[config.mk]
export PLATFORM = sky130hd
export DESIGN_NAME = cactus_small_flat
export DESIGN_NICKNAME = d
export VERILOG_FILES = /design/src/rtl/dino_pkg.sv /design/src/rtl/cactus_small_if.sv /design/src/rtl/cactus_small_rom.sv /design/src/rtl/cactus_small.sv /design/src/flat_wrapper.sv
export SDC_FILE = /design/constraint.sdc
export NUM_CORES = 1
export LEC_CHECK = 0
export ABC_AREA = 0
export BUFFER_PORTS_ARGS = -buffer_cell sky130_fd_sc_hd__buf_2
export CAP_MARGIN = 10
export CORE_UTILIZATION = 50
export CTS_BUF_LIST = sky130_fd_sc_hd__clkbuf_8
export CTS_CLUSTER_DIAMETER = 200
export DETAILED_ROUTE_END_ITERATION = 16
export GPL_ROUTABILITY_DRIVEN = 0
export PLACE_DENSITY = 0.82
export SETUP_SLACK_MARGIN = 0.02
export SKIP_LAST_GASP = 1
export SLEW_MARGIN = 25
export SYNTH_ARGS = -nofsm -noshare
export SYNTH_HDL_FRONTEND = slang
export SYNTH_SLANG_ARGS = --single-unit
[constraint.sdc]
create_clock -name clk -period 2.55 [get_ports clk]
set_clock_uncertainty 0.2 [all_clocks]
set_input_delay 0.51 -clock clk [delete_from_list [all_inputs] [get_ports clk]]
set_output_delay 0.51 -clock clk [all_outputs]
set_load 0.1 [all_outputs]
[src/rtl/dino_pkg.sv]
// dino_pkg: definitions shared by the Dino game display pipeline.
//   - SCREEN_W / SCREEN_H : visible raster size in pixels.
//   - rgb12_t             : 12-bit colour, bbbb_gggg_rrrr.
//   - RGB_TRANSPARENT     : colour value the obstacle layer treats as "no pixel".
//   - obst_state_t        : flight state of a scrolling obstacle.
package dino_pkg;

  localparam int SCREEN_W = 640;
  localparam int SCREEN_H = 480;

  typedef logic [11:0] rgb12_t;

  localparam rgb12_t RGB_TRANSPARENT = 12'h000;

  typedef enum logic {
    ST_IDLE = 1'b0,
    ST_RUN  = 1'b1
  } obst_state_t;

endpackage

[src/rtl/cactus_small_if.sv]
// cactus_small_if: bundle between the obstacle layer and one cactus sprite.
//   step     : one-cycle move strobe (game-speed tick)
//   start    : launch request
//   col_addr : scan x coordinate (0..639)
//   row_addr : scan y coordinate (0..479)
//   dout     : registered pixel colour, 12'h000 = transparent
//   finish   : 1 = idle / off-screen, 0 = obstacle in flight
// master = obstacle layer side, slave = sprite side.
interface cactus_small_if;
  import dino_pkg::*;

  logic       step;
  logic       start;
  logic [9:0] col_addr;
  logic [8:0] row_addr;
  rgb12_t     dout;
  logic       finish;

  modport master (
    output step, start, col_addr, row_addr,
    input  dout, finish
  );

  modport slave (
    input  step, start, col_addr, row_addr,
    output dout, finish
  );

endinterface

[src/rtl/cactus_small_rom.sv]
// cactus_small_rom: combinational 16x32 one-bit bitmap of the small cactus.
//   dy     : row within the sprite (0..31)
//   dx     : column within the sprite (0..15)
//   opaque : 1 when the pixel belongs to the cactus
// Shape: trunk in columns 6..9 on every row; left arm in columns 1..2 over
// rows 8..19, bridged to the trunk (columns 3..5) on rows 18..19; right arm in
// columns 13..14 over rows 4..15, bridged to the trunk (columns 10..12) on
// rows 14..15.
module cactus_small_rom (
  input  logic [4:0] dy,
  input  logic [3:0] dx,
  output logic       opaque
);

  logic trunk;
  logic left_arm;
  logic left_join;
  logic right_arm;
  logic right_join;

  always_comb begin
    trunk      = (dx >= 4'd6) && (dx <= 4'd9);
    left_arm   = ((dx == 4'd1) || (dx == 4'd2)) && (dy >= 5'd8) && (dy <= 5'd19);
    left_join  = (dx >= 4'd3) && (dx <= 4'd5) && ((dy == 5'd18) || (dy == 5'd19));
    right_arm  = ((dx == 4'd13) || (dx == 4'd14)) && (dy >= 5'd4) && (dy <= 5'd15);
    right_join = (dx >= 4'd10) && (dx <= 4'd12) && ((dy == 5'd14) || (dy == 5'd15));
    opaque     = trunk || left_arm || left_join || right_arm || right_join;
  end

endmodule

[src/rtl/cactus_small.sv]
// cactus_small: small-cactus obstacle sprite. On start it places the sprite's
// left edge at the right screen edge and moves it left by SPEED pixels per
// step strobe until it has completely left the screen, then returns to idle.
// Colour queries from the scan addresses are answered one clock later.
//   clk   : system clock, rising edge
//   rst_n : asynchronous active-low reset
//   bus   : cactus_small_if.slave (step, start, col_addr, row_addr -> dout, finish)
// Optional build macro CACTUS_S_BBOX_EN: while in flight, paints the sprite
// bounding-box perimeter red (12'h00F) to make the hit box visible.
module cactus_small
  import dino_pkg::*;
#(
  parameter int     SCREEN_W     = 640,
  parameter int     SPRITE_W     = 16,
  parameter int     SPRITE_H     = 32,
  parameter int     Y_TOP        = 400,
  parameter int     SPEED        = 1,
  parameter rgb12_t CACTUS_COLOR = 12'h353
) (
  input  logic           clk,
  input  logic           rst_n,
  cactus_small_if.slave  bus
);

  localparam logic signed [10:0] X_LAUNCH = 11'(SCREEN_W);
  localparam logic signed [10:0] X_GONE   = 11'(-SPRITE_W);
  localparam logic signed [10:0] SPEED_S  = 11'(SPEED);
  localparam logic signed [10:0] SPR_W    = 11'(SPRITE_W);
  localparam logic signed [9:0]  SPR_H    = 10'(SPRITE_H);
  localparam logic signed [9:0]  Y_TOP_S  = 10'(Y_TOP);
  localparam logic [9:0]         VIS_W    = 10'(SCREEN_W);
  localparam logic [8:0]         VIS_H    = 9'(dino_pkg::SCREEN_H);
`ifdef CACTUS_S_BBOX_EN
  localparam logic signed [10:0] SPR_W_M1 = 11'(SPRITE_W - 1);
  localparam logic signed [9:0]  SPR_H_M1 = 10'(SPRITE_H - 1);
  localparam rgb12_t             BBOX_RED = 12'h00F;
`endif

  obst_state_t       state_q, state_d;
  logic signed [10:0] x_q, x_d;
  logic signed [10:0] x_step;
  rgb12_t            dout_q, dout_d;

  logic signed [10:0] dx;
  logic signed [9:0]  dy;
  logic               in_view;
  logic               hit;
  logic               opaque;
  logic               finish_o;

  // State register: x is the signed left edge, so partially off-screen
  // positions (negative x) fall out of the hit test without extra clipping.
  always_ff @(posedge clk or negedge rst_n) begin
    if (!rst_n) begin
      state_q <= ST_IDLE;
      x_q     <= X_GONE;
      dout_q  <= RGB_TRANSPARENT;
    end else begin
      state_q <= state_d;
      x_q     <= x_d;
      dout_q  <= dout_d;
    end
  end

  // Next state: a launch has priority over a coincident step while idle, and
  // start is ignored once in flight. x freezes at its final value on landing.
  always_comb begin
    state_d = state_q;
    x_d     = x_q;
    x_step  = x_q - SPEED_S;
    case (state_q)
      ST_IDLE: begin
        if (bus.start) begin
          state_d = ST_RUN;
          x_d     = X_LAUNCH;
        end
      end
      ST_RUN: begin
        if (bus.step) begin
          x_d = x_step;
          if (x_step <= X_GONE) begin
            state_d = ST_IDLE;
          end
        end
      end
      default: state_d = ST_IDLE;
    endcase
  end

  cactus_small_rom u_rom (
    .dy     (dy[4:0]),
    .dx     (dx[3:0]),
    .opaque (opaque)
  );

  // Outputs: hit test against the current x, colour registered next edge.
  // Addresses outside the visible raster never hit, so a sprite sitting past
  // the right edge stays hidden even though col_addr could encode it.
  always_comb begin
    finish_o = (state_q == ST_IDLE);
    dx       = $signed({1'b0, bus.col_addr}) - x_q;
    dy       = $signed({1'b0, bus.row_addr}) - Y_TOP_S;
    in_view  = (bus.col_addr < VIS_W) && (bus.row_addr < VIS_H);
    hit      = !finish_o && in_view &&
               !dx[10] && (dx < SPR_W) &&
               !dy[9]  && (dy < SPR_H);
    dout_d   = RGB_TRANSPARENT;
`ifdef CACTUS_S_BBOX_EN
    if (hit && ((dx == 11'sd0) || (dx == SPR_W_M1) ||
                (dy == 10'sd0) || (dy == SPR_H_M1))) begin
      dout_d = BBOX_RED;
    end else if (hit && opaque) begin
      dout_d = CACTUS_COLOR;
    end
`else
    if (hit && opaque) begin
      dout_d = CACTUS_COLOR;
    end
`endif
  end

  assign bus.dout   = dout_q;
  assign bus.finish = finish_o;

endmodule

[src/flat_wrapper.sv]
// flat-port wrapper written by rule: the top's interface ports become plain ports
module cactus_small_flat import dino_pkg::*;
#(
  parameter int     SCREEN_W     = 640,
  parameter int     SPRITE_W     = 16,
  parameter int     SPRITE_H     = 32,
  parameter int     Y_TOP        = 400,
  parameter int     SPEED        = 1,
  parameter rgb12_t CACTUS_COLOR = 12'h353
)
  (clk, rst_n, bus_step, bus_start, bus_col_addr, bus_row_addr, bus_dout, bus_finish);
  cactus_small_if bus_i ();
  input  logic clk;
  input  logic rst_n;
  input wire logic [$bits(bus_i.step)-1:0] bus_step;
  input wire logic [$bits(bus_i.start)-1:0] bus_start;
  input wire logic [$bits(bus_i.col_addr)-1:0] bus_col_addr;
  input wire logic [$bits(bus_i.row_addr)-1:0] bus_row_addr;
  output wire logic [$bits(bus_i.dout)-1:0] bus_dout;
  output wire logic [$bits(bus_i.finish)-1:0] bus_finish;
  assign bus_i.step = bus_step;
  assign bus_i.start = bus_start;
  assign bus_i.col_addr = bus_col_addr;
  assign bus_i.row_addr = bus_row_addr;
  assign bus_dout = bus_i.dout;
  assign bus_finish = bus_i.finish;
  cactus_small #(.SCREEN_W(SCREEN_W), .SPRITE_W(SPRITE_W), .SPRITE_H(SPRITE_H), .Y_TOP(Y_TOP), .SPEED(SPEED), .CACTUS_COLOR(CACTUS_COLOR)) u_core (.clk(clk), .rst_n(rst_n), .bus(bus_i));
endmodule
## After elaboration in Yosys (flattened, before gate mapping)

Cells that the tools add are included.

- $add $sub $neg: 3
- Magnitude comparators: 15
- Equal/unequal tests: 10
- Muxes and demuxes: 8
- Bitwise operators: 1
- Reductions and logical operators: 27

Operator list:

| kind | count |
|---|---|
| $mux 11 | 2 |
| $pmux 11 s2 | 1 |
| $logic_and 1x1->1 | 16 |
| $le 11x5->1 const B | 1 |
| $lt 11x6->1 const B | 1 |
| $sub 11x11->11 | 1 |
| $sub 11x2->11 const B | 1 |
| $eq 5x4->1 const B | 2 |
| $eq 5x5->1 const B | 2 |
| $lt 10x10->1 const B | 1 |
| $lt 10x7->1 const B | 1 |
| $mux 10 | 1 |
| $sub 9x9->10 const B | 1 |
| $lt 9x9->1 const B | 1 |
| $eq 4x4->1 const B | 2 |
| $le 4x4->1 const B | 2 |
| $logic_or 1x1->1 | 8 |
| $ge 5x3->1 const B | 1 |
| $ge 5x4->1 const B | 1 |
| $le 5x4->1 const B | 1 |
| $le 5x5->1 const B | 1 |
| $eq 4x1->1 const B | 1 |
| $eq 4x2->1 const B | 1 |
| $ge 4x2->1 const B | 1 |
| other kinds (9) | 13 |

- Register bits: 24
- Input port bits: 23
- Output and inout bits: 13
- Logic and storage cells: 67

## Logic depth before layout (Yosys ltp)

- Depth after elaboration: 11
- Gate-level depth with buffers: 10
- Mapped depth without buffers: 10

## By module

From an unflattened synthesis, not the netlist that was laid out.

- Cell total of the unflattened synthesis: 212
- Area total of the unflattened synthesis: 1611.5 um^2

By module, submodules not included:

| module | instances | cells each | area an instance (um^2) | sequential area each (um^2) |
|---|---|---|---|---|
| cactus_small | 1 | 192 | 1478.9 | 334.1 |
| cactus_small_rom | 1 | 20 | 132.6 | 0.0 |

## Worst setup path before layout

No wires, ideal clock.

- Path type: in2reg
- Start point: in bus_col_addr[0]
- End point: reg u_core.dout_q[8] (netlist: u_core.bus.dout[8])
- Setup time: 111 ps
- Arrival: 2272 ps
- Required time: 2239 ps
- Path slack: -34 ps
- Cell stages on the path: 10
- Buffers on the path: 0
- Path through: inv_1 ha_1 inv_1 fa_1 a21o_1 o2bb2ai_1 a2111o_1 nand2_1 nand4_1 a2111oi_2

- Word-level cells in the longest chain between the ends: 11
- Elaborated cells between the ends (all ways): 37
- Classes of those cells: add/sub (1); order compare (8); eq/ne (4); mux (1); reduce/logical (23)

RTL lines:

| element | line | source |
|---|---|---|
| start: declaration | flat_wrapper.sv:17 | `input wire logic [$bits(bus_i.col_addr)-1:0] bus_col_addr;` |
| branches (longest 9 deep; another with $sub 11x11->11) | - |  |
| $logic_and 1x1->1 * | cactus_small.sv:116 | `if (hit && opaque) begin` |
| $mux 10 * | cactus_small.sv:116 |  |
| end signal: assignment | cactus_small.sv:61 | `dout_q <= dout_d;` |
| end: declaration | cactus_small.sv:42 | `rgb12_t dout_q, dout_d;` |

Mark *: on every way between the ends.
A chain may end at the register's enable or synchronous reset.

## Final worst setup path

Ends and elaborated chain as after synthesis.

==> results.md <==
- Status: complete, but fails checks
- Failing checks: DRC
- Internal Power: 1078 uW
- Switch Pwr: 1061 uW
- Syn avg cell area: 7.804 um2
- Post-synth cell types: 52
- Max Clock Freq: about 420 MHz
- Clk pwr share: 8.8%
- Final Hold Vio Count: 0
- Final wirelength: between 3000 and 4000 um
- Number of synthesized flops with an enable pin: 0
- First-pass GRT wire length: 6106 um
- DR pass1 iterations: 12
- Port-buffer cells: 28
- Post-DP Area: between 0.0015 and 0.002 mm2
- Antenna violations before repair: 0
- Critical path class: in2reg
- Area delta synth->final: 19.43%
- Design Power: 2139 uW
- Design area: 0.001846 mm2
- Initial Util: 54.17%
- Met3 usage: 3.628%
- Pwr dens: 1159 mW/mm2
- Fillers: 241
- Die height: around 58 um
- Drt initial violations: 69
- CP required: between 2 and 2.5 ns
- Seq cells post-synth: 13
- DRT antenna net count: 0
- Max-Cap Viols: 0
- TritonCTS clock tree: yes
- Nature of the critical path endpoint: flop
- Mapped Cells: slightly below 200
- Worst-skew pair later-pin latency: between 0.2 and 0.3 ns
- GR Layer Usage met1: ~31%
- CTS Buf Count: 3
- Vias in the first global route: 1414
- Die area: 0.003317 mm2
- Final nets: approximately 270
- Post-synth ARST share: 100.0%
- RSZ-0062 raised after global routing: no
- Commonest non-fill, non-tap cell in the layout: buf_2
- Combinational power share: 71.7%
- Top cells by area, synth: dfstp_2 12%, ha_1 11%, dfrtp_1 9.7%
- Slew Limit Fails: 0
- Wire per inst: approximately 13 um
- H-tree levels: 1
- Total leakage power: 0.0008534 uW
- Flop pwr share: approximately 20%
- Share of layout cells above drive strength 1: 30.08%
- Final setup fails: 0
- Top_reg_cell synth: dfstp_2
- Clock transition at path regs: 0.06 ns
- Core footprint: 0.002853 mm2
- Synth Warn #: 0
- Gr busiest metal: met2
- Sw Share: between 40% and 50%
- CP max FO: 2
- Rows: 19
- Final worst path period need: 2.368 ns
- DR vias: 1501
- Clock Path Buffers: 2
- Mapped Area: 0.001545 mm2
- Overflow after GRT: 0
- # diodes: 0
- Routing usage on met2: 38.87%
- Max IR drop VDD: 0.7307 mV
- Clk sink count: 13
- Cell taking the most area after synthesis: dfstp_2
- Final period utilization: 92.86%
- Element type at the critical path start: input pin
- Most frequent cells in the layout: 28 x buf_2, 18 x nand2_1, 17 x inv_1
- Worst Path Arrival: between 2 and 2.5 ns
- Fin cells: 267
- WHS: 0.3196 ns
- Post-Place Cells: around 260
- DP HPWL: 2634 um
- Top-area cell type share of the netlist area: 11.90%
- Min-delay worst type: reg2reg
- Seq/Total Area, Yosys: 21.62%
- Via/cell ratio: around 5.6
- # IOs: 36
- CTS root buffer: clkbuf_8
- Post-CTS Setup Inserts: 0
- Die Wd: roughly 58 um
- Total track usage: 23.39%
- Detailed-route DRC error count: 2
- Largest net degree at the start of global routing: 17
- Final core occ: around two thirds
[sequential cells by signal (all words and copies together) (netlist names)]
signal / cells
u_core.x_q: 11
u_core.bus.dout: 1
u_core.state_q: 1
[metrics by stage]
stage	TNS (ns)	setup slack, ns
4_1_cts	0	0.1114
5_1_grt	0	0.01511
6_report	0	0.1822
3_5_place_dp	-0.1333	-0.1333
3_3_place_gp	-0.09659	-0.09659
2_1_floorplan	0	0.03843
[cells in the mapped netlist, types with 4 or more instances]
cell	count
a21o_1	4
o21ai_0	16
nand2b_1	4
xor2_1	7
nor2_1	13
buf_4	11
dfstp_2	7
inv_1	16
o31ai_1	4
nand2_1	18
dfrtp_1	6
a21oi_1	15
ha_1	13
a31oi_1	5
nand3_1	6
[worst max-delay path, cell delays in order]
cell and delay (ns):
buf_2 0.09, inv_1 0.05, ha_1 0.16, inv_1 0.06
fa_2 0.54, xor2_1 0.22, o22ai_1 0.10, mux2_2 0.26
o221ai_1 0.20, a2111oi_2 0.10
[cell type report]
type	instances	area (um2)	share of cell area, %
Clock buffer	3	41.29	2.237
Clock inverter	1	3.754	0.2034
Inverter	18	67.56	3.661
Multi-Input combinational cell	157	1097	59.46
Sequential cell	13	334.1	18.10
Tap cell	31	38.79	2.102
Timing Repair Buffer	44	262.8	14.24
[repair_timing]
item | in CTS | in global routing
endpoints found under the hold margin | 6 | 0
hold buffers | 1 | 0
setup endpoints to repair | 0 | 1
gates resized for setup | 0 | 6
[logic make-up after synthesis]
logic type | after synthesis | share of synthesized area [%]
AOI/OAI and AO/OA | 66 | 28.58
xor gates and xnor gates | 7 | 3.968
adders and majority gates | 14 | 11.82
buffers and inverters | 33 | 10.77
DFF | 13 | 21.62
muxes | 2 | 1.376
other | 1 | 0.2427
and+or+nand+nor | 62 | 21.62
[path summary, 6_finish.rpt]
kind,to,startpoint,slack [ns],depth (start not counted)
hold reg to reg,u_core.x_q[5]$_DFFE_PN1P_,u_core.x_q[5]$_DFFE_PN1P_,0.32,2
min in group asynchronous,u_core.state_q$_DFF_PN0_,rst_n,0.48,2
setup / recovery,u_core.bus.dout[8]$_DFF_PN0_,bus_col_addr[0],0.18,10
hold / removal,u_core.x_q[5]$_DFFE_PN1P_,u_core.x_q[5]$_DFFE_PN1P_,0.32,2
max in group asynchronous,u_core.x_q[9]$_DFFE_PN1P_,rst_n,1.38,2
setup reg to reg,u_core.bus.dout[8]$_DFF_PN0_,u_core.x_q[6]$_DFFE_PN1P_,0.20,7
[power groups by stage]
stage	clock network, uW	registers (uW)	logic, uW
after global routing	199	433	1720
after detailed placement	0	419	1470
after global placement	0	415	1440
after floorplan	0	410	1080
after CTS	192	416	1480
final	188	417	1530
[routing by layer]
metal / routed length (um) / up-vias
met1: 1696 / 678
li1: - / 779
met3: 125 / 7
met5: 0 / -
met4: 48 / 0
met2: 1623 / 37
(Power assumes the default switching activity.)
